--- src/rtl/issue_queue_mw_pkg.sv ---
// rtl/issue_queue_mw_pkg.sv - shared sizes and entry record for the multi-issue reservation station
// Purpose: default geometry constants and the per-entry storage record.
// Ports: none (package).
package issue_queue_mw_pkg;

   localparam int ENTRIES   = 8;
   localparam int ISSUE_W   = 2;
   localparam int NUM_FU    = 4;
   localparam int NUM_CDB   = 4;
   localparam int TAG_W     = 5;
   localparam int DATA_W    = 16;
   localparam int SB_W      = 3;
   localparam int PAYLOAD_W = 48;
   localparam int FU_W      = $clog2(NUM_FU);

   // One reservation-station slot; the valid bit lives outside so it can be reset cheaply.
   typedef struct packed {
      logic [TAG_W-1:0]     src1_tag;
      logic                 src1_rdy;
      logic [DATA_W-1:0]    src1_data;
      logic [TAG_W-1:0]     src2_tag;
      logic                 src2_rdy;
      logic [DATA_W-1:0]    src2_data;
      logic [FU_W-1:0]      fu;
      logic                 wait_sb;
      logic [SB_W-1:0]      sb_id;
      logic [PAYLOAD_W-1:0] payload;
   } iq_entry_t;

endpackage

--- src/rtl/issue_queue_mw_if.sv ---
// rtl/issue_queue_mw_if.sv - enqueue, wakeup, FU back-pressure and issue bundle
// Purpose: groups every non-clock/reset signal of issue_queue_mw.
// Ports: master = rename/CDB/FU side (drives *_i), slave = the queue (drives *_o).
interface issue_queue_mw_if
   import issue_queue_mw_pkg::*;
#(
   parameter int ENTRIES_P   = ENTRIES,
   parameter int ISSUE_W_P   = ISSUE_W,
   parameter int NUM_FU_P    = NUM_FU,
   parameter int NUM_CDB_P   = NUM_CDB,
   parameter int TAG_W_P     = TAG_W,
   parameter int DATA_W_P    = DATA_W,
   parameter int SB_W_P      = SB_W,
   parameter int PAYLOAD_W_P = PAYLOAD_W
) ();
   localparam int FU_W_L  = $clog2(NUM_FU_P);
   localparam int CNT_W_L = $clog2(ENTRIES_P + 1);

   logic                             flush_i;
   logic                             enq_v_i;
   logic                             enq_ready_o;
   logic [TAG_W_P-1:0]               enq_src1_tag_i;
   logic                             enq_src1_rdy_i;
   logic [DATA_W_P-1:0]              enq_src1_data_i;
   logic [TAG_W_P-1:0]               enq_src2_tag_i;
   logic                             enq_src2_rdy_i;
   logic [DATA_W_P-1:0]              enq_src2_data_i;
   logic [FU_W_L-1:0]                enq_fu_i;
   logic                             enq_wait_sb_i;
   logic [SB_W_P-1:0]                enq_sb_id_i;
   logic [PAYLOAD_W_P-1:0]           enq_payload_i;
   logic [NUM_CDB_P-1:0]             cdb_v_i;
   logic [NUM_CDB_P*TAG_W_P-1:0]     cdb_tag_i;
   logic [NUM_CDB_P*DATA_W_P-1:0]    cdb_data_i;
   logic                             sb_clr_v_i;
   logic [SB_W_P-1:0]                sb_clr_id_i;
   logic [NUM_FU_P-1:0]              fu_ready_i;
   logic [ISSUE_W_P-1:0]             iss_v_o;
   logic [ISSUE_W_P*FU_W_L-1:0]      iss_fu_o;
   logic [ISSUE_W_P*DATA_W_P-1:0]    iss_src1_o;
   logic [ISSUE_W_P*DATA_W_P-1:0]    iss_src2_o;
   logic [ISSUE_W_P*PAYLOAD_W_P-1:0] iss_payload_o;
   logic [CNT_W_L-1:0]               count_o;

   modport master (
      output flush_i, enq_v_i, enq_src1_tag_i, enq_src1_rdy_i, enq_src1_data_i,
             enq_src2_tag_i, enq_src2_rdy_i, enq_src2_data_i, enq_fu_i, enq_wait_sb_i,
             enq_sb_id_i, enq_payload_i, cdb_v_i, cdb_tag_i, cdb_data_i,
             sb_clr_v_i, sb_clr_id_i, fu_ready_i,
      input  enq_ready_o, iss_v_o, iss_fu_o, iss_src1_o, iss_src2_o, iss_payload_o, count_o
   );

   modport slave (
      input  flush_i, enq_v_i, enq_src1_tag_i, enq_src1_rdy_i, enq_src1_data_i,
             enq_src2_tag_i, enq_src2_rdy_i, enq_src2_data_i, enq_fu_i, enq_wait_sb_i,
             enq_sb_id_i, enq_payload_i, cdb_v_i, cdb_tag_i, cdb_data_i,
             sb_clr_v_i, sb_clr_id_i, fu_ready_i,
      output enq_ready_o, iss_v_o, iss_fu_o, iss_src1_o, iss_src2_o, iss_payload_o, count_o
   );

endinterface

--- src/rtl/issue_queue_mw_age_select.sv ---
// rtl/issue_queue_mw_age_select.sv - age matrix and multi-slot oldest-ready picker
// Purpose: tracks relative age of all slots and grants up to ISSUE_W_P entries per cycle.
// Ports: clk_i/reset_i; flush_i clears ages; enq_i/enq_oh_i mark the newly written slot;
//        ready_i/entry_fu_i describe candidates; fu_ready_i masks FUs; grant_o one-hot per slot.
module issue_age_select #(
   parameter int ENTRIES_P = 8,
   parameter int ISSUE_W_P = 2,
   parameter int NUM_FU_P  = 4,
   parameter int FU_W_L    = $clog2(NUM_FU_P)
) (
   input  logic                                 clk_i,
   input  logic                                 reset_i,
   input  logic                                 flush_i,
   input  logic                                 enq_i,
   input  logic [ENTRIES_P-1:0]                 enq_oh_i,
   input  logic [ENTRIES_P-1:0]                 ready_i,
   input  logic [ENTRIES_P-1:0][FU_W_L-1:0]     entry_fu_i,
   input  logic [NUM_FU_P-1:0]                  fu_ready_i,
   output logic [ISSUE_W_P-1:0][ENTRIES_P-1:0]  grant_o
);

   // older_q[i][j] = 1 means entry i is older than entry j.
   logic [ENTRIES_P-1:0] older_q [ENTRIES_P];
   logic [ENTRIES_P-1:0] older_d [ENTRIES_P];
   logic [ENTRIES_P-1:0] taken;
   logic [ENTRIES_P-1:0] cand;
   logic [NUM_FU_P-1:0]  fu_used;
   logic                 blocked;

   // A new entry is younger than everyone: clear its row, set its column.
   // Stale bits against empty slots are harmless; they are rewritten when those slots fill.
   always_comb begin
      for (int i = 0; i < ENTRIES_P; i++) begin
         older_d[i] = older_q[i];
         for (int j = 0; j < ENTRIES_P; j++) begin
            if (enq_i && enq_oh_i[i]) begin
               older_d[i][j] = 1'b0;
            end else if (enq_i && enq_oh_i[j]) begin
               older_d[i][j] = 1'b1;
            end
         end
         if (flush_i) begin
            older_d[i] = '0;
         end
      end
   end

   always_ff @(posedge clk_i or posedge reset_i) begin
      if (reset_i) begin
         for (int i = 0; i < ENTRIES_P; i++) begin
            older_q[i] <= '0;
         end
      end else begin
         for (int i = 0; i < ENTRIES_P; i++) begin
            older_q[i] <= older_d[i];
         end
      end
   end

   // Each slot removes earlier winners and their FUs, then takes the candidate nobody
   // else in the candidate set is older than.
   always_comb begin
      grant_o = '0;
      taken   = '0;
      fu_used = '0;
      cand    = '0;
      blocked = 1'b0;
      for (int k = 0; k < ISSUE_W_P; k++) begin
         for (int i = 0; i < ENTRIES_P; i++) begin
            cand[i] = ready_i[i] & ~taken[i] & fu_ready_i[entry_fu_i[i]] & ~fu_used[entry_fu_i[i]];
         end
         for (int i = 0; i < ENTRIES_P; i++) begin
            blocked = 1'b0;
            for (int j = 0; j < ENTRIES_P; j++) begin
               if (cand[j] && older_q[j][i]) begin
                  blocked = 1'b1;
               end
            end
            if (cand[i] && !blocked) begin
               grant_o[k][i] = 1'b1;
            end
         end
         taken = taken | grant_o[k];
         for (int i = 0; i < ENTRIES_P; i++) begin
            if (grant_o[k][i]) begin
               fu_used[entry_fu_i[i]] = 1'b1;
            end
         end
      end
   end

endmodule

--- src/rtl/issue_queue_mw.sv ---
// rtl/issue_queue_mw.sv - multi-issue age-ordered reservation station
// Purpose: holds renamed instructions, wakes operands from CDBs and store-buffer clears,
//          and issues up to ISSUE_W_P oldest ready entries per cycle with FU back-pressure.
// Ports: clk_i, reset_i (async, active-high); iq = slave side of issue_queue_mw_if
//        (enqueue, CDB snoop, store-buffer clear, fu_ready, registered issue slots, count).
module issue_queue_mw
   import issue_queue_mw_pkg::*;
#(
   parameter int ENTRIES_P   = ENTRIES,
   parameter int ISSUE_W_P   = ISSUE_W,
   parameter int NUM_FU_P    = NUM_FU,
   parameter int NUM_CDB_P   = NUM_CDB,
   parameter int TAG_W_P     = TAG_W,
   parameter int DATA_W_P    = DATA_W,
   parameter int SB_W_P      = SB_W,
   parameter int PAYLOAD_W_P = PAYLOAD_W
) (
   input  logic               clk_i,
   input  logic               reset_i,
   issue_queue_mw_if.slave    iq
);
   localparam int FU_W_L = $clog2(NUM_FU_P);
   localparam int CNT_W  = $clog2(ENTRIES_P + 1);
   localparam logic [CNT_W-1:0] FULL_CNT = CNT_W'(ENTRIES_P);

   iq_entry_t                               ent_q [ENTRIES_P];
   iq_entry_t                               ent_d [ENTRIES_P];
   iq_entry_t                               enq_ent;
   logic [ENTRIES_P-1:0]                    valid_q, valid_d;
   logic [ENTRIES_P-1:0]                    ready, free_oh, sel;
   logic [ENTRIES_P-1:0][FU_W_L-1:0]        ent_fu;
   logic [ISSUE_W_P-1:0][ENTRIES_P-1:0]     grant;
   logic                                    enq_acc;
   logic [CNT_W-1:0]                        count_q, count_d, sel_cnt;
   logic                                    enq_ready_q, enq_ready_d;
   logic [ISSUE_W_P-1:0]                    iss_v_q, iss_v_d;
   logic [ISSUE_W_P-1:0][FU_W_L-1:0]        iss_fu_q, iss_fu_d;
   logic [ISSUE_W_P-1:0][DATA_W_P-1:0]      iss_src1_q, iss_src1_d;
   logic [ISSUE_W_P-1:0][DATA_W_P-1:0]      iss_src2_q, iss_src2_d;
   logic [ISSUE_W_P-1:0][PAYLOAD_W_P-1:0]   iss_pl_q, iss_pl_d;

   // Flush overrides enqueue; enq_ready is the registered full flag, never bypassed by issue.
   assign enq_acc = iq.enq_v_i & enq_ready_q & ~iq.flush_i;

   // Lowest free slot: scanning downwards lets the lowest index overwrite.
   always_comb begin
      free_oh = '0;
      for (int i = ENTRIES_P - 1; i >= 0; i--) begin
         if (!valid_q[i]) begin
            free_oh    = '0;
            free_oh[i] = 1'b1;
         end
      end
   end

   // Readiness uses registered state only, so wakeups take effect one cycle later.
   always_comb begin
      ready  = '0;
      ent_fu = '0;
      for (int i = 0; i < ENTRIES_P; i++) begin
         ready[i]  = valid_q[i] & ent_q[i].src1_rdy & ent_q[i].src2_rdy & ~ent_q[i].wait_sb;
         ent_fu[i] = ent_q[i].fu;
      end
   end

   // Incoming entry with same-cycle CDB bypass; descending scan makes the lowest bus win.
   always_comb begin
      enq_ent.src1_tag  = iq.enq_src1_tag_i;
      enq_ent.src1_rdy  = iq.enq_src1_rdy_i;
      enq_ent.src1_data = iq.enq_src1_data_i;
      enq_ent.src2_tag  = iq.enq_src2_tag_i;
      enq_ent.src2_rdy  = iq.enq_src2_rdy_i;
      enq_ent.src2_data = iq.enq_src2_data_i;
      enq_ent.fu        = iq.enq_fu_i;
      enq_ent.wait_sb   = iq.enq_wait_sb_i;
      enq_ent.sb_id     = iq.enq_sb_id_i;
      enq_ent.payload   = iq.enq_payload_i;
      for (int b = NUM_CDB_P - 1; b >= 0; b--) begin
         if (!iq.enq_src1_rdy_i && iq.cdb_v_i[b] &&
             iq.cdb_tag_i[b*TAG_W_P +: TAG_W_P] == iq.enq_src1_tag_i) begin
            enq_ent.src1_rdy  = 1'b1;
            enq_ent.src1_data = iq.cdb_data_i[b*DATA_W_P +: DATA_W_P];
         end
         if (!iq.enq_src2_rdy_i && iq.cdb_v_i[b] &&
             iq.cdb_tag_i[b*TAG_W_P +: TAG_W_P] == iq.enq_src2_tag_i) begin
            enq_ent.src2_rdy  = 1'b1;
            enq_ent.src2_data = iq.cdb_data_i[b*DATA_W_P +: DATA_W_P];
         end
      end
   end

   // Per-entry next state: wakeup, store-buffer clear, issue invalidate, enqueue, flush.
   always_comb begin
      for (int i = 0; i < ENTRIES_P; i++) begin
         ent_d[i]   = ent_q[i];
         valid_d[i] = valid_q[i] & ~sel[i];
         for (int b = NUM_CDB_P - 1; b >= 0; b--) begin
            if (!ent_q[i].src1_rdy && iq.cdb_v_i[b] &&
                iq.cdb_tag_i[b*TAG_W_P +: TAG_W_P] == ent_q[i].src1_tag) begin
               ent_d[i].src1_rdy  = 1'b1;
               ent_d[i].src1_data = iq.cdb_data_i[b*DATA_W_P +: DATA_W_P];
            end
            if (!ent_q[i].src2_rdy && iq.cdb_v_i[b] &&
                iq.cdb_tag_i[b*TAG_W_P +: TAG_W_P] == ent_q[i].src2_tag) begin
               ent_d[i].src2_rdy  = 1'b1;
               ent_d[i].src2_data = iq.cdb_data_i[b*DATA_W_P +: DATA_W_P];
            end
         end
         if (ent_q[i].wait_sb && iq.sb_clr_v_i && ent_q[i].sb_id == iq.sb_clr_id_i) begin
            ent_d[i].wait_sb = 1'b0;
         end
         if (enq_acc && free_oh[i]) begin
            ent_d[i]   = enq_ent;
            valid_d[i] = 1'b1;
         end
         if (iq.flush_i) begin
            valid_d[i] = 1'b0;
         end
      end
   end

   issue_age_select #(
      .ENTRIES_P (ENTRIES_P),
      .ISSUE_W_P (ISSUE_W_P),
      .NUM_FU_P  (NUM_FU_P)
   ) u_age_select (
      .clk_i      (clk_i),
      .reset_i    (reset_i),
      .flush_i    (iq.flush_i),
      .enq_i      (enq_acc),
      .enq_oh_i   (free_oh),
      .ready_i    (ready),
      .entry_fu_i (ent_fu),
      .fu_ready_i (iq.fu_ready_i),
      .grant_o    (grant)
   );

   always_comb begin
      sel     = '0;
      sel_cnt = '0;
      for (int k = 0; k < ISSUE_W_P; k++) begin
         sel = sel | grant[k];
      end
      for (int i = 0; i < ENTRIES_P; i++) begin
         sel_cnt = sel_cnt + CNT_W'(sel[i]);
      end
      count_d     = iq.flush_i ? '0 : (count_q + CNT_W'(enq_acc) - sel_cnt);
      enq_ready_d = (count_d < FULL_CNT);
   end

   // Issue registers: one-hot grant mux; empty or flushed slots carry all zeros.
   always_comb begin
      iss_v_d    = '0;
      iss_fu_d   = '0;
      iss_src1_d = '0;
      iss_src2_d = '0;
      iss_pl_d   = '0;
      for (int k = 0; k < ISSUE_W_P; k++) begin
         for (int i = 0; i < ENTRIES_P; i++) begin
            if (grant[k][i] && !iq.flush_i) begin
               iss_v_d[k]    = 1'b1;
               iss_fu_d[k]   = ent_q[i].fu;
               iss_src1_d[k] = ent_q[i].src1_data;
               iss_src2_d[k] = ent_q[i].src2_data;
               iss_pl_d[k]   = ent_q[i].payload;
            end
         end
      end
   end

   always_ff @(posedge clk_i or posedge reset_i) begin
      if (reset_i) begin
         valid_q     <= '0;
         count_q     <= '0;
         enq_ready_q <= 1'b0;
         iss_v_q     <= '0;
         iss_fu_q    <= '0;
         iss_src1_q  <= '0;
         iss_src2_q  <= '0;
         iss_pl_q    <= '0;
      end else begin
         valid_q     <= valid_d;
         count_q     <= count_d;
         enq_ready_q <= enq_ready_d;
         iss_v_q     <= iss_v_d;
         iss_fu_q    <= iss_fu_d;
         iss_src1_q  <= iss_src1_d;
         iss_src2_q  <= iss_src2_d;
         iss_pl_q    <= iss_pl_d;
      end
   end

   // Entry contents are qualified by valid_q, so they need no reset.
   always_ff @(posedge clk_i) begin
      ent_q <= ent_d;
   end

   assign iq.enq_ready_o   = enq_ready_q;
   assign iq.count_o       = count_q;
   assign iq.iss_v_o       = iss_v_q;
   assign iq.iss_fu_o      = iss_fu_q;
   assign iq.iss_src1_o    = iss_src1_q;
   assign iq.iss_src2_o    = iss_src2_q;
   assign iq.iss_payload_o = iss_pl_q;

endmodule
--- src/flat_wrapper.sv ---
// flat-port wrapper written by rule: the top's interface ports become plain ports
module issue_queue_mw_flat import issue_queue_mw_pkg::*;
#(
   parameter int ENTRIES_P   = ENTRIES,
   parameter int ISSUE_W_P   = ISSUE_W,
   parameter int NUM_FU_P    = NUM_FU,
   parameter int NUM_CDB_P   = NUM_CDB,
   parameter int TAG_W_P     = TAG_W,
   parameter int DATA_W_P    = DATA_W,
   parameter int SB_W_P      = SB_W,
   parameter int PAYLOAD_W_P = PAYLOAD_W
)
  (clk_i, reset_i, iq_flush_i, iq_enq_v_i, iq_enq_src1_tag_i, iq_enq_src1_rdy_i, iq_enq_src1_data_i, iq_enq_src2_tag_i, iq_enq_src2_rdy_i, iq_enq_src2_data_i, iq_enq_fu_i, iq_enq_wait_sb_i, iq_enq_sb_id_i, iq_enq_payload_i, iq_cdb_v_i, iq_cdb_tag_i, iq_cdb_data_i, iq_sb_clr_v_i, iq_sb_clr_id_i, iq_fu_ready_i, iq_enq_ready_o, iq_iss_v_o, iq_iss_fu_o, iq_iss_src1_o, iq_iss_src2_o, iq_iss_payload_o, iq_count_o);
  issue_queue_mw_if #(.ENTRIES_P(ENTRIES_P), .ISSUE_W_P(ISSUE_W_P), .NUM_FU_P(NUM_FU_P), .NUM_CDB_P(NUM_CDB_P), .TAG_W_P(TAG_W_P), .DATA_W_P(DATA_W_P), .SB_W_P(SB_W_P), .PAYLOAD_W_P(PAYLOAD_W_P)) iq_i ();
  input  logic clk_i;
  input  logic reset_i;
  input wire logic [$bits(iq_i.flush_i)-1:0] iq_flush_i;
  input wire logic [$bits(iq_i.enq_v_i)-1:0] iq_enq_v_i;
  input wire logic [$bits(iq_i.enq_src1_tag_i)-1:0] iq_enq_src1_tag_i;
  input wire logic [$bits(iq_i.enq_src1_rdy_i)-1:0] iq_enq_src1_rdy_i;
  input wire logic [$bits(iq_i.enq_src1_data_i)-1:0] iq_enq_src1_data_i;
  input wire logic [$bits(iq_i.enq_src2_tag_i)-1:0] iq_enq_src2_tag_i;
  input wire logic [$bits(iq_i.enq_src2_rdy_i)-1:0] iq_enq_src2_rdy_i;
  input wire logic [$bits(iq_i.enq_src2_data_i)-1:0] iq_enq_src2_data_i;
  input wire logic [$bits(iq_i.enq_fu_i)-1:0] iq_enq_fu_i;
  input wire logic [$bits(iq_i.enq_wait_sb_i)-1:0] iq_enq_wait_sb_i;
  input wire logic [$bits(iq_i.enq_sb_id_i)-1:0] iq_enq_sb_id_i;
  input wire logic [$bits(iq_i.enq_payload_i)-1:0] iq_enq_payload_i;
  input wire logic [$bits(iq_i.cdb_v_i)-1:0] iq_cdb_v_i;
  input wire logic [$bits(iq_i.cdb_tag_i)-1:0] iq_cdb_tag_i;
  input wire logic [$bits(iq_i.cdb_data_i)-1:0] iq_cdb_data_i;
  input wire logic [$bits(iq_i.sb_clr_v_i)-1:0] iq_sb_clr_v_i;
  input wire logic [$bits(iq_i.sb_clr_id_i)-1:0] iq_sb_clr_id_i;
  input wire logic [$bits(iq_i.fu_ready_i)-1:0] iq_fu_ready_i;
  output wire logic [$bits(iq_i.enq_ready_o)-1:0] iq_enq_ready_o;
  output wire logic [$bits(iq_i.iss_v_o)-1:0] iq_iss_v_o;
  output wire logic [$bits(iq_i.iss_fu_o)-1:0] iq_iss_fu_o;
  output wire logic [$bits(iq_i.iss_src1_o)-1:0] iq_iss_src1_o;
  output wire logic [$bits(iq_i.iss_src2_o)-1:0] iq_iss_src2_o;
  output wire logic [$bits(iq_i.iss_payload_o)-1:0] iq_iss_payload_o;
  output wire logic [$bits(iq_i.count_o)-1:0] iq_count_o;
  assign iq_i.flush_i = iq_flush_i;
  assign iq_i.enq_v_i = iq_enq_v_i;
  assign iq_i.enq_src1_tag_i = iq_enq_src1_tag_i;
  assign iq_i.enq_src1_rdy_i = iq_enq_src1_rdy_i;
  assign iq_i.enq_src1_data_i = iq_enq_src1_data_i;
  assign iq_i.enq_src2_tag_i = iq_enq_src2_tag_i;
  assign iq_i.enq_src2_rdy_i = iq_enq_src2_rdy_i;
  assign iq_i.enq_src2_data_i = iq_enq_src2_data_i;
  assign iq_i.enq_fu_i = iq_enq_fu_i;
  assign iq_i.enq_wait_sb_i = iq_enq_wait_sb_i;
  assign iq_i.enq_sb_id_i = iq_enq_sb_id_i;
  assign iq_i.enq_payload_i = iq_enq_payload_i;
  assign iq_i.cdb_v_i = iq_cdb_v_i;
  assign iq_i.cdb_tag_i = iq_cdb_tag_i;
  assign iq_i.cdb_data_i = iq_cdb_data_i;
  assign iq_i.sb_clr_v_i = iq_sb_clr_v_i;
  assign iq_i.sb_clr_id_i = iq_sb_clr_id_i;
  assign iq_i.fu_ready_i = iq_fu_ready_i;
  assign iq_enq_ready_o = iq_i.enq_ready_o;
  assign iq_iss_v_o = iq_i.iss_v_o;
  assign iq_iss_fu_o = iq_i.iss_fu_o;
  assign iq_iss_src1_o = iq_i.iss_src1_o;
  assign iq_iss_src2_o = iq_i.iss_src2_o;
  assign iq_iss_payload_o = iq_i.iss_payload_o;
  assign iq_count_o = iq_i.count_o;
  issue_queue_mw #(.ENTRIES_P(ENTRIES_P), .ISSUE_W_P(ISSUE_W_P), .NUM_FU_P(NUM_FU_P), .NUM_CDB_P(NUM_CDB_P), .TAG_W_P(TAG_W_P), .DATA_W_P(DATA_W_P), .SB_W_P(SB_W_P), .PAYLOAD_W_P(PAYLOAD_W_P)) u_core (.clk_i(clk_i), .reset_i(reset_i), .iq(iq_i));
endmodule
--- config.mk ---
export PLATFORM = sky130hd
export DESIGN_NAME = issue_queue_mw_flat
export DESIGN_NICKNAME = d
export VERILOG_FILES = /design/src/rtl/issue_queue_mw_pkg.sv /design/src/rtl/issue_queue_mw_if.sv /design/src/rtl/issue_queue_mw_age_select.sv /design/src/rtl/issue_queue_mw.sv /design/src/flat_wrapper.sv
export SDC_FILE = /design/constraint.sdc
export NUM_CORES = 2
export LEC_CHECK = 0
export CAP_MARGIN = 10
export CORE_ASPECT_RATIO = 2
export CORE_MARGIN = 5
export CORE_UTILIZATION = 30
export CTS_BUF_LIST = sky130_fd_sc_hd__clkbuf_16
export DETAILED_ROUTE_END_ITERATION = 10
export PLACE_DENSITY = 0.47
export SKIP_LAST_GASP = 1
export SLEW_MARGIN = 15
export SYNTH_ARGS = -nofsm -noshare
export SYNTH_HDL_FRONTEND = slang
export SYNTH_SLANG_ARGS = --single-unit
--- constraint.sdc ---
create_clock -name clk_i -period 19 [get_ports clk_i]
set_input_delay 1.9 -clock clk_i [delete_from_list [all_inputs] [get_ports clk_i]]
set_output_delay 1.9 -clock clk_i [all_outputs]
set_load 0.1 [all_outputs]
## Yosys cells after proc, flatten, opt, wreduce, memory -nomap -nowiden

Cells that the tools add are included.

- Memories kept: 0
- Bits in latches: 0
- Input port bits: 198
- Output and inout bits: 171
- ROM bits: 0
- Word-level logic and storage cells: 1305
- Register bits: 1027
- Memory bits (writable): 0

- Add/subtract/negate cells: 9
- Div/mod/pow operators: 0
- Equal/unequal tests: 80
- Shift-type cells: 0
- Reductions and logical operators: 431
- $mul: 0
- $lt $le $gt $ge: 17
- Bitwise gates (word level): 123
- Mux-type cells: 489

Operator list:

| kind | count |
|---|---|
| 17-bit 2-to-1 mux | 72 |
| 48-bit 2-to-1 mux | 16 |
| 93-bit 2-to-1 mux | 8 |
| 16-bit 2-to-1 mux | 32 |
| 5-bit == test | 72 |
| 1-bit logical AND | 336 |
| 1-bit 2-to-1 mux | 288 |
| 8-bit 2-to-1 mux | 16 |
| 3-bit nonzero test | 28 |
| 5-bit nonzero test | 16 |
| 1-bit bitwise AND | 74 |
| 1-bit binary-select mux with 2-bit select | 24 |
| 1-bit inverter | 41 |
| 4-bit 2-to-1 mux | 9 |
| 1-bit logical NOT | 35 |
| 2-bit 2-to-1 mux | 16 |
| 2-bit nonzero test | 16 |
| 4-bit by 1-bit adder with 4-bit output | 7 |
| 4-bit bitwise OR | 7 |
| 3-bit == test | 8 |
| 2-bit by 3-bit < comparator with 1-bit output, second input constant | 8 |
| 1-bit demux with 2-bit select | 8 |
| 2-bit by 1-bit >= comparator with 1-bit output, second input constant | 8 |
| 8-bit bitwise OR | 1 |
| 3 further kinds | 3 |

## Longest topological paths before layout

- Word-level depth: 59
- Mapped depth: 30
- Mapped depth without buffers: 25

## By module

Synthesis repeated with hierarchy kept, for this count alone.

- Cells, all modules: 5923
- Area, all modules: 60835.8 µm²

Modules (own cells, without submodules):

| module | area an instance (µm²) | instances | cells an instance |
|---|---|---|---|
| issue_queue_mw | 56175.1 | 1 | 5422 |
| issue_age_select | 4660.7 | 1 | 501 |

## Least setup slack after synthesis

OpenSTA, ideal clock, no wires.

- Path kind: input to register
- Start point: in iq_fu_ready_i[3]
- End point: reg u_core.enq_ready_q, in the netlist u_core.iq.enq_ready_o
- Setup slack: 10.625 ns
- Data required time: 18.863 ns
- Arrival time: 8.237 ns
- Library setup time: 0.137 ns
- Buffers on the path: 5
- Cell stages on the path: 27
- Cell sequence: buf_2 > mux4_2 > and2_1 > buf_2 > a32o_1 > or3_1 > buf_2 > o21a_1 > and2_4 > a32oi_1 > nor4b_1 > or2_0 > buf_2 > a221o_1 > nor4_2 > clkbuf_1 > nor2_1 > fa_1 > fa_1 > inv_1 > fa_1 > inv_1 > fa_1 > ha_1 > xor2_1 > xnor2_1 > nand2_1

- Longest elaborated chain between the ends: 58
- Elaborated cells between the ends (all ways): 418
- Those cells by class: add/sub (8); order compare (1); mux (185); bitwise (64); reduce/logical (160)

RTL lines:

| element | RTL line | text |
|---|---|---|
| start, declared | flat_wrapper.sv:34 | `input wire logic [$bits(iq_i.fu_ready_i)-1:0] iq_fu_ready_i;` |
| 1-bit binary-select mux with 2-bit select | issue_queue_mw_age_select.sv:70 | `cand[i] = ready_i[i] & ~taken[i] & fu_ready_i[entry_fu_i[i]] & ~fu_used[entry_fu_i[i]];` |
| 1-bit 2-to-1 mux (implied by the code) | issue_queue_mw_age_select.sv:70 |  |
| 1-bit bitwise AND (2 in series) | issue_queue_mw_age_select.sv:70 |  |
| 1-bit logical AND | issue_queue_mw_age_select.sv:75 | `if (cand[j] && older_q[j][i]) begin` |
| 1-bit 2-to-1 mux (8 in series) | issue_queue_mw_age_select.sv:75 |  |
| 1-bit logical NOT | issue_queue_mw_age_select.sv:79 | `if (cand[i] && !blocked) begin` |
| 1-bit logical AND | issue_queue_mw_age_select.sv:79 |  |
| 1-bit 2-to-1 mux | issue_queue_mw_age_select.sv:79 |  |
| [31 not listed] | n/a |  |
| 8-bit bitwise OR (*) | issue_queue_mw.sv:142 | `sel = sel \| grant[k];` |
| 1-bit by 1-bit adder with 2-bit output | issue_queue_mw.sv:145 | `sel_cnt = sel_cnt + CNT_W'(sel[i]);` |
| 4-bit by 1-bit adder with 4-bit output (5 in series) | issue_queue_mw.sv:145 |  |
| 4-bit by 1-bit adder with 4-bit output (*) | issue_queue_mw.sv:145 |  |
| 4-bit subtractor (*) | issue_queue_mw.sv:147 | `count_d = iq.flush_i ? '0 : (count_q + CNT_W'(enq_acc) - sel_cnt);` |
| 4-bit 2-to-1 mux (*) | issue_queue_mw.sv:147 |  |
| 4-bit < comparator (*) | issue_queue_mw.sv:148 | `enq_ready_d = (count_d < FULL_CNT);` |
| named net u_core.enq_ready_d | issue_queue_mw.sv:35 | `logic enq_ready_q, enq_ready_d;` |
| end signal, assigned | issue_queue_mw.sv:184 | `enq_ready_q <= enq_ready_d;` |
| end, declared | issue_queue_mw.sv:35 |  |

Mark *: on every way through the listed nets, which the timed path passes. The rest lies on a longest branch. The select of a mux whose other input is x is not followed.
A chain may end at the register's enable or synchronous reset.

## Worst setup path in the final report

- Start point: in iq_fu_ready_i[1]
- End point: reg u_core.enq_ready_q, in the netlist u_core.iq.enq_ready_o

The elaborated chain is that of the path after synthesis.

==> metrics.md <==
| Metric | Value |
|---|---|
| Status | `finished clean` |
| Min cycle time layout | `between 9000 and 10000 ps` |
| Post-DP HPWL | `228000 µm` |
| Largest net degree at the start of global routing | `139` |
| Crit. Startpoint | `iq_fu_ready_i[1]` |
| Most common cell after layout, fill and taps aside | `edfxtp_1` |
| Die Height | `643 µm` |
| Share of layout cells above drive strength 1 | `8.62%` |
| Power per cell area | `74.9 mW/mm²` |
| Number of synthesized register bits | `1019` |
| Cell count after synthesis | `around 6200` |
| Post-cts repair resize count | `0` |
| Design Area, Final | `0.0701 mm²` |
| Core area | `0.200 mm²` |
| Worst setup path class | `in2reg` |
| First-pass GRT wire length | `455000 µm` |
| Final Cycle Share | `between 50 and 60%` |
| Post-Route Utilization | `35.1%` |
| Dpl cell area | `roughly 0.067 mm²` |
| Worst vdd ir | `0.0794 mV` |
| Starting Density | `30.1%` |
| Post-synth EDFFs | `around 800` |
| Final hold violation count | `0` |
| Clk Latency, worst-skew pair | `just under 800 ps` |
| Clock Skews | `88.5 ps` |
| Die Span X | `327 µm` |
| Clock transition at path regs | `about 70 ps` |
| CTS root buf | `clkbuf_16` |
| Ports | `369` |
| WL/cell | `between 30 and 40 µm` |
| RSZ-0062 raised after global routing | `false` |
| CTS tree | `done` |
| Die area | `between 0.2 and 0.25 mm²` |
| Clock Tree Buf Depth | `3` |
| Reg2reg start | `u_core.ent_q[560]` |
| Post-synth net total | `about 6400` |
| Area grow syn2layout | `16.5%` |
| Gr busiest metal | `met2` |
| Final nets | `6471` |
| Setup bufs post-CTS | `0` |
| Hold WC Path Type | `reg2reg` |
| Post-Layout Cell Count | `8942` |
| Max FO, Critical Path | `11` |
| Vias in the first global route | `~54000` |
| Leakage | `23.7 nW` |
| Port Buffers | `368` |
| Final setup vio count | `0` |
| Drt drc | `0` |
| Min-delay src | `u_core.u_age_select.older_q[16]` |
| Most frequent cells in the layout | `edfxtp_1 (784), nor2_1 (730), a21oi_1 (640)` |
| F_max | `0.102 GHz` |
| Met1 Use GR | `32.5%` |
| CTS buffer count | `100` |
| Drt pass-1 iters | `6` |
| Synth warn | `0` |
| Syn_area_per_cell | `9.67 µm²` |
| Setup crit start kind | `input pin` |
| GR Util met3 | `approximately 5.6%` |
| Gr usage total | `approximately 31%` |
| Initial antenna violation count | `28` |
| Kind of end point of the critical path | `flip-flop` |
| Iter 0 DRT Violations | `roughly 6000` |
| H-tree Lvls | `3` |
| Vias/cell | `6.12` |
| Gr ovfl total | `0` |
| Synthesized cell area | `0.0602 mm²` |
| Num rows | `around 230` |
| Max cap viols | `0` |
| Dpl cells | `between 8000 and 9000` |
| Min Hold Slack | `487 ps` |
| Fill cell count | `20044` |
| Worst Tran Pin Value | `1260 ps` |
| Synth async-reset ratio | `23.1%` |
| Data arrival, critical path | `10370 ps` |
| Distinct cell type count after synthesis | `approximately 110` |
| Routability cong. | `1.00` |
| Slew margin rel. | `between 15 and 20%` |
| Via Count | `between 50000 and 60000` |
| Final Routed Wirelength | `about 340000 µm` |
| Routed Antenna Nets | `0` |
| Final Max Slew Viols | `0` |
| Top_reg_cell synth | `edfxtp_1` |
| Worst path required time | `roughly 20000 ps` |
| CTS Sinks | `around 1000` |
| Hold buffer count at cts | `0` |
| Sequential fraction of the synthesis area | `48.9%` |
| Total negative setup slack | `0 ps` |
| Global routing usage on met2 | `53.0%` |
==> cell usage after synthesis, types with 110 or more instances <==
cell | n | share of area (%)
a21oi_1 | 641 | 5.3
buf_1 | 110 | 0.69
nand2_1 | 446 | 2.8
nor2_1 | 737 | 4.6
o21ai_0 | 406 | 3.4
xnor2_1 | 178 | 2.6
a211oi_1 | 381 | 4.8
edfxtp_1 | 784 | 39
dfrtp_1 | 235 | 9.8
nor3_1 | 113 | 0.94
xor2_1 | 206 | 3.0
clkbuf_1 | 532 | 3.3
a221oi_1 | 170 | 2.5
mux2i_1 | 298 | 5.0
==> per-stage QoR <==
| step | power (mW) | setup slack, ps |
|---|---|---|
| final | 5.25 | 9200 |
| after global routing | 5.38 | 9060 |
| after CTS | 5.26 | 9320 |
| after detailed placement | 3.19 | 8580 |
| after global placement | 3.19 | 8350 |
| after floorplan | 2.89 | 10630 |
==> critical path, cell delays in order <==
cell and delay, ps:
clkdlybuf4s50_1 750, mux4_2 430, and2_1 530, o2111ai_1 210, or3_1 710, o32a_1 480, nand2_1 270, nor3_1 120
o21ai_0 680, nand2_1 150, a221oi_1 760, nor4bb_1 580, nor2_1 170, fa_1 440, fa_1 510, inv_1 70
fa_1 460, inv_1 110, fa_1 430, ha_1 200, xor2_1 170, xnor2_1 140, nand2_1 80
==> power by group <==
part	switching (mW)	total, mW	internal [mW]
sequential	0.0540	2.53	2.48
clock	0.995	2.09	1.10
combinational	0.439	0.629	0.189
total	1.49	5.25	3.76
==> flip-flops by register name, indices dropped and copies added, names as in the netlist <==
signal	flops
u_core.ent_q	768
u_core.iq.iss_payload_o	96
u_core.u_age_select.older_q	56
u_core.iq.iss_src1_o	32
u_core.iq.iss_src2_o	32
u_core.ent_fu	16
u_core.valid_q	8
u_core.iq.count_o	4
u_core.iq.iss_fu_o	4
u_core.iq.iss_v_o	2
u_core.iq.enq_ready_o	1
==> cell type report <==
class	count	area (µm²)	area share (%)
multi-input combinational	4440	28100	40.1
tap	2574	3220	4.59
clock inverter	87	763	1.09
inverter	61	277	0.394
sequential	1019	29400	42.0
clock buffer	102	2550	3.64
antenna	21	52.6	0.0749
timing repair buffer	638	5730	8.17
==> worst paths after layout <==
kind,end,slack (ps),cells after the start
worst max register to register,u_core.iq.enq_ready_o,10100,24
min in group asynchronous,u_core.iq.iss_payload_o[73],1720,2
worst min register to register,u_core.u_age_select.older_q[16],490,1
worst max-delay path,u_core.iq.enq_ready_o,9200,23
worst min-delay path,u_core.u_age_select.older_q[16],490,1
max in group asynchronous,u_core.iq.iss_src2_o[12],15270,4
==> cells by family (layout without fill, tap and decap cells) <==
| kind of cell | Yosys count | count (layout) | share of synthesized area, % |
|---|---|---|---|
| muxes | 304 | 304 | 5.16 |
| AOI/OAI and AO/OA | 2060 | 2060 | 22.2 |
| DFF | 1019 | 1019 | 48.9 |
| other | 0 | 21 | 0 |
| buffers and inverters | 761 | 888 | 4.95 |
| xor gates and xnor gates | 384 | 384 | 5.59 |
| adders and majority gates | 13 | 13 | 0.345 |
| and+or+nand+nor | 1679 | 1679 | 12.8 |
==> layer usage <==
layer  up-vias  wire, µm  share of wire, %
li1      23338         -                 -
met1     27086    115000                34
met2      3164    163000                48
met3      1153     22600               6.7
met4        24     37300                11
met5         -       162             0.048
(Power assumes the default switching activity.)
